[config.mk]
export PLATFORM = sky130hd
export DESIGN_NAME = present80_round_ctrl
export DESIGN_NICKNAME = d
export VERILOG_FILES = /design/src/rtl/present80_round_ctrl_pkg.sv /design/src/rtl/present80_round_ctrl_round_cnt.sv /design/src/rtl/present80_round_ctrl.sv
export SDC_FILE = /design/constraint.sdc
export NUM_CORES = 1
export LEC_CHECK = 0
export ABC_CLOCK_PERIOD_IN_PS = 1560
export CAP_MARGIN = 20
export CORE_MARGIN = 2
export CORE_UTILIZATION = 41
export DETAILED_ROUTE_END_ITERATION = 12
export PLACE_DENSITY_LB_ADDON = 0.3
export SLEW_MARGIN = 15
export SYNTH_ARGS = -nofsm -noshare
export SYNTH_HDL_FRONTEND = slang
export SYNTH_SLANG_ARGS = --single-unit
[constraint.sdc]
create_clock -name clk -period 1.56 [get_ports clk]
set_input_delay 0.312 -clock clk [delete_from_list [all_inputs] [get_ports clk]]
set_output_delay 0.312 -clock clk [all_outputs]
set_load 0.005 [all_outputs]
[src/rtl/present80_round_ctrl_pkg.sv]
// Shared types for the PRESENT-80 round controller: FSM states, register mux selects, control word.
// Optional key/state zeroisation after each block is enabled with PRESENT_KEY_ZEROIZE_EN.
package present_ctrl_pkg;

    localparam int unsigned ROUNDS_DEF = 31;
    localparam int unsigned RC_W_DEF   = 5;
    localparam int unsigned SEL_W      = 2;
    localparam int unsigned FSM_W      = 3;

    typedef enum logic [FSM_W-1:0] {
        IDLE  = 3'd0,
        LOAD  = 3'd1,
        ROUND = 3'd2,
        DONE  = 3'd3,
        ZERO  = 3'd4
    } fsm_e;

    typedef enum logic [SEL_W-1:0] {
        SEL_LOAD   = 2'd0,
        SEL_UPDATE = 2'd1,
        SEL_ZERO   = 2'd2
    } sel_e;

    typedef struct packed {
        logic ready;
        logic key_en;
        sel_e key_sel;
        logic state_en;
        sel_e state_sel;
        logic out_valid;
    } ctrl_t;

    // Moore decode of the control word for a given FSM state.
    function automatic ctrl_t decode(input fsm_e s);
        ctrl_t c;
        c.ready     = 1'b0;
        c.key_en    = 1'b0;
        c.key_sel   = SEL_LOAD;
        c.state_en  = 1'b0;
        c.state_sel = SEL_LOAD;
        c.out_valid = 1'b0;
        case (s)
            IDLE: c.ready = 1'b1;
            LOAD: begin
                c.key_en   = 1'b1;
                c.state_en = 1'b1;
            end
            ROUND: begin
                c.key_en    = 1'b1;
                c.key_sel   = SEL_UPDATE;
                c.state_en  = 1'b1;
                c.state_sel = SEL_UPDATE;
            end
            DONE: c.out_valid = 1'b1;
`ifdef PRESENT_KEY_ZEROIZE_EN
            ZERO: begin
                c.key_en    = 1'b1;
                c.key_sel   = SEL_ZERO;
                c.state_en  = 1'b1;
                c.state_sel = SEL_ZERO;
            end
`endif
            default: c.ready = 1'b0;
        endcase
        return c;
    endfunction

endpackage

[src/rtl/present80_round_ctrl_round_cnt.sv]
// Saturating round counter feeding the PRESENT key-schedule XOR; last flags cnt == ROUNDS.
module present_round_cnt
    import present_ctrl_pkg::*;
#(
    parameter int unsigned ROUNDS = ROUNDS_DEF,
    parameter int unsigned RC_W   = RC_W_DEF
) (
    input  logic            clk,
    input  logic            rst,
    input  logic            clear,
    input  logic            inc,
    input  logic            hold,
    output logic [RC_W-1:0] cnt,
    output logic            last
);

    assign last = (cnt == RC_W'(ROUNDS));

    // clear wins; the counter never advances past ROUNDS
    always_ff @(posedge clk or posedge rst) begin
        if (rst) begin
            cnt <= '0;
        end else if (clear) begin
            cnt <= '0;
        end else if (inc && !hold && !last) begin
            cnt <= cnt + RC_W'(1);
        end
    end

endmodule

[src/rtl/present80_round_ctrl.sv]
// Sequencing controller for the round-based PRESENT-80 core (key/state enables, selects, round counter).
// Define PRESENT_KEY_ZEROIZE_EN to clear key and state registers for one cycle after each block or abort.
module present80_round_ctrl
    import present_ctrl_pkg::*;
#(
    parameter int unsigned ROUNDS = ROUNDS_DEF,
    parameter int unsigned RC_W   = RC_W_DEF
) (
    input  logic             clk,
    input  logic             rst,
    input  logic             start,
    output logic             ready,
    input  logic             abort,
    output logic             key_en,
    output logic [SEL_W-1:0] key_sel,
    output logic             state_en,
    output logic [SEL_W-1:0] state_sel,
    output logic [RC_W-1:0]  round_cnt,
    output logic             out_valid,
    input  logic             out_ready
);

`ifdef PRESENT_KEY_ZEROIZE_EN
    localparam fsm_e EXIT_STATE = ZERO;
`else
    localparam fsm_e EXIT_STATE = IDLE;
`endif

    fsm_e  state_q;
    fsm_e  state_d;
    ctrl_t ctrl_q;
    ctrl_t ctrl_d;
    logic  cnt_clear;
    logic  cnt_inc;
    logic  cnt_hold;
    logic  cnt_last;

    present_round_cnt #(
        .ROUNDS (ROUNDS),
        .RC_W   (RC_W)
    ) u_round_cnt (
        .clk   (clk),
        .rst   (rst),
        .clear (cnt_clear),
        .inc   (cnt_inc),
        .hold  (cnt_hold),
        .cnt   (round_cnt),
        .last  (cnt_last)
    );

    // State and the control word decoded from the next state, so outputs come straight from flops
    always_ff @(posedge clk or posedge rst) begin
        if (rst) begin
            state_q <= IDLE;
            ctrl_q  <= decode(IDLE);
        end else begin
            state_q <= state_d;
            ctrl_q  <= ctrl_d;
        end
    end

    always_comb begin
        state_d   = state_q;
        cnt_clear = 1'b0;
        cnt_inc   = 1'b0;
        cnt_hold  = 1'b0;
        case (state_q)
            IDLE: begin
                cnt_clear = 1'b1;
                if (start) begin
                    state_d = LOAD;
                end
            end
            LOAD: begin
                cnt_inc = 1'b1;
                state_d = ROUND;
            end
            ROUND: begin
                cnt_inc  = 1'b1;
                cnt_hold = cnt_last;
                if (cnt_last) begin
                    state_d = DONE;
                end
            end
            DONE: begin
                cnt_hold = 1'b1;
                if (out_ready) begin
                    state_d   = EXIT_STATE;
                    cnt_clear = 1'b1;
                end
            end
`ifdef PRESENT_KEY_ZEROIZE_EN
            ZERO: begin
                cnt_clear = 1'b1;
                state_d   = IDLE;
            end
`endif
            default: begin
                cnt_clear = 1'b1;
                state_d   = IDLE;
            end
        endcase

        // abort overrides both the handshake and the last-round transition
        if (abort && (state_q == LOAD || state_q == ROUND || state_q == DONE)) begin
            state_d   = EXIT_STATE;
            cnt_clear = 1'b1;
            cnt_inc   = 1'b0;
            cnt_hold  = 1'b0;
        end

        ctrl_d = decode(state_d);
    end

    assign ready     = ctrl_q.ready;
    assign key_en    = ctrl_q.key_en;
    assign key_sel   = ctrl_q.key_sel;
    assign state_en  = ctrl_q.state_en;
    assign state_sel = ctrl_q.state_sel;
    assign out_valid = ctrl_q.out_valid;

endmodule

==> metrics.csv <==
metric,value,unit
status,"complete, no violations",
ys.flop_type,dfrtp_1,
cts_tree,done,
synth_top_area_share,0.4223,
cts.hold.buffers_added,0,
fmax,641.0,MHz
grt_overflow,0,
n_antenna_cell,0,
p_leak,0.4858,nW
syn_inst,58,
ys_warn_count,0,
cp-start-kind,register,
grt_util_met3,0.03750,
drv_cap,0,
synth_common_cells,"11 x dfrtp_1, 5 x mux2i_1, 5 x nand4_1, 4 x buf_4, 4 x inv_1",
final_nets,90,
ant_nets,0,
grt_antenna_before_repair,0,
drc,0,
num-fill-cells,123,
die_area,1925,sq um
worst_clock_skew,7.182,ps
grt_usage,0.1605,
yosysMostFrequentCell,dfrtp_1,
synth_area,651.9,sq um
drt-total-wl,1356,um
r2r_cells,6,
p_per_area,711.3,nW/um^2
drive_gt1_frac,0.2963,
worst_skew_pair.late_latency,270,ps
grt_max_degree,13,
via_per_inst,5.495,
num_rows,14,
clk_pin_slew,80,ps
rsz0062_at_grt,yes,
cts.sinks,12,
core_area,1506,sq um
hold_violations,0,
ioPinCount,18,
die_h,43.88,um
seq_area,302.8,sq um
initial_core_util,0.4327,
path_max_fanout,4,
ys_seq_area_frac,0.4626,
use_met2,0.2353,
cts-htree-levels,1,
gp_congestion,0.6902,
cp.required,1710,ps
grt.busiest_layer,met2,
area_delta_synth_final,45.49,%
synthArstFlopShare,1.000,
cts_buffers,3,
ff2ff_setup_slack,0.04,ps
grt_pass1_vias,471,
first_pass_iters,6,
postSynthAreaPerCell,11.24,sq um
slew_violations,0,
die_x,43.88,um
cts_buffer_depth,2,
worst_slack,0.03975,ps
setup_tns,0,ps
setup-violations-final,0,
worstHoldPathType,primary input to async pin,
vias,533,
critical_path_class,register to register,
layout_worst_path_cycle_share,1.000,
numPortBuffers,15,
cts_root_buf,clkbuf_4,
synth_top_cell_by_area,dfrtp_1,
drt_iter0_markers,17,
critPathArrivalTime,1710,ps
ir_drop,0.0006297,V
end_kind,register,
power,0.0006746,W
min_period,1560,ps
fin_util,0.6296,
yosys-top-cells-area,"dfrtp_1 42%, mux2i_1 7.7%, ha_1 5.8%, nand4_1 4.8%, buf_4 4.6%",
multi_input_area,369.1,sq um
ys_types,28,
worstReg2RegStart,u_round_cnt.cnt[1],
synth_edf_count,0,
dp_hpwl,1025,um
grt_pass1_wl,2194,um
pre_cts_ws,-106.4,ps
met1_usage,0.2243,
wl_per_cell,13.98,um
synth-seq-cells,12,
rr_endpoint,u_round_cnt.cnt[3],
==> sequential cells by signal, summed over array words and instances (netlist names) <==
name and cells:
u_round_cnt.cnt 5, state_en 1, state_q 3, state_sel 1, out_valid 1, ready 1
==> final cells by class <==
cell class / instances / share of cell area
inverters: 4 / 0.01583
clock buffers: 4 / 0.03826
flip-flops and latches: 12 / 0.3193
well taps: 16 / 0.02111
repair buffers: 22 / 0.2164
multi-input cells: 39 / 0.3892
==> worst max-delay path by stage <==
stage / endpoint / from / cells past startpoint / slack [ps]
final: u_round_cnt.cnt[3] / u_round_cnt.cnt[1] / 6 / 0.04
after CTS: u_round_cnt.cnt[3] / u_round_cnt.cnt[1] / 6 / -4
after global routing: u_round_cnt.cnt[3] / u_round_cnt.cnt[1] / 6 / -110
after floorplan: state_en / u_round_cnt.cnt[0] / 6 / -20
after global placement: state_en / u_round_cnt.cnt[1] / 6 / -60
after detailed placement: state_en / u_round_cnt.cnt[1] / 6 / -110
==> timing repair <==
item / in CTS / in global routing
buffers inserted: 0 / 1
gates resized for setup: 5 / 2
pin swaps: 4 / 3
setup endpoints to repair: 12 / 13
endpoints found under the hold margin: 0 / 0
==> power by group <==
part | internal (W) | leakage [nW] | total, W | switching (W)
combinational | 0.0000515 | 0.307 | 0.0000967 | 0.0000452
sequential | 0.000323 | 0.158 | 0.000335 | 0.0000116
clock | 0.000142 | 0.0210 | 0.000243 | 0.000101
==> stage by stage <==
step                instances  hold slack (ps)  instance area [sq um]
global placement           92            525.2                  889.6
global route               97            383.3                  948.4
detailed placement         92            533.3                  889.6
finish                     97            349.8                  948.4
floorplan                  60            176.0                  709.4
CTS                        96            353.7                  935.9
==> logic make-up after synthesis <==
family	count (synthesis)	synth area share
other	1	0.005753
buffers and inverters	9	0.07676
and+or+nand+nor	21	0.2361
DFF	12	0.4626
AOI/OAI and AO/OA	7	0.08443
muxes	5	0.07678
adders and majority gates	3	0.05759
==> metal layers <==
layer	wire (um)	share of wire	up-vias
met5	0	0	-
met4	0	0	0
met3	71	0.052	0
met1	650	0.48	266
met2	633	0.47	17
li1	-	-	250
==> cells in the final DEF (no fill, tap or decap), drive strengths merged <==
| cell type | n |
|---|---|
| nand4 | 5 |
| o21ai | 2 |
| mux2i | 5 |
| dlymetal6s2s | 2 |
| dfstp | 1 |
| nor2b | 1 |
| inv | 4 |
| ha | 3 |
| nand3 | 1 |
| and3 | 2 |
| nand4b | 1 |
| nor4bb | 1 |
| and4b | 1 |
| nor3b | 3 |
| buf | 7 |
| o31ai | 1 |
| or2 | 1 |
| and3b | 1 |
| o21ba | 1 |
| o211ai | 2 |
| nor3 | 2 |
| conb | 3 |
| dfrtp | 11 |
| clkbuf | 4 |
| clkdlybuf4s50 | 11 |
| nor2 | 2 |
| a21o | 1 |
| dlygate4sd2 | 2 |
==> critical path, stage by stage, from the launching register on <==
cell and delay (ps):
dfrtp_1 390, ha_2 190, and3_4 180, ha_4 170
nor3b_4 240, o211ai_1 140, mux2i_1 140
(Power assumes the default switching activity.)
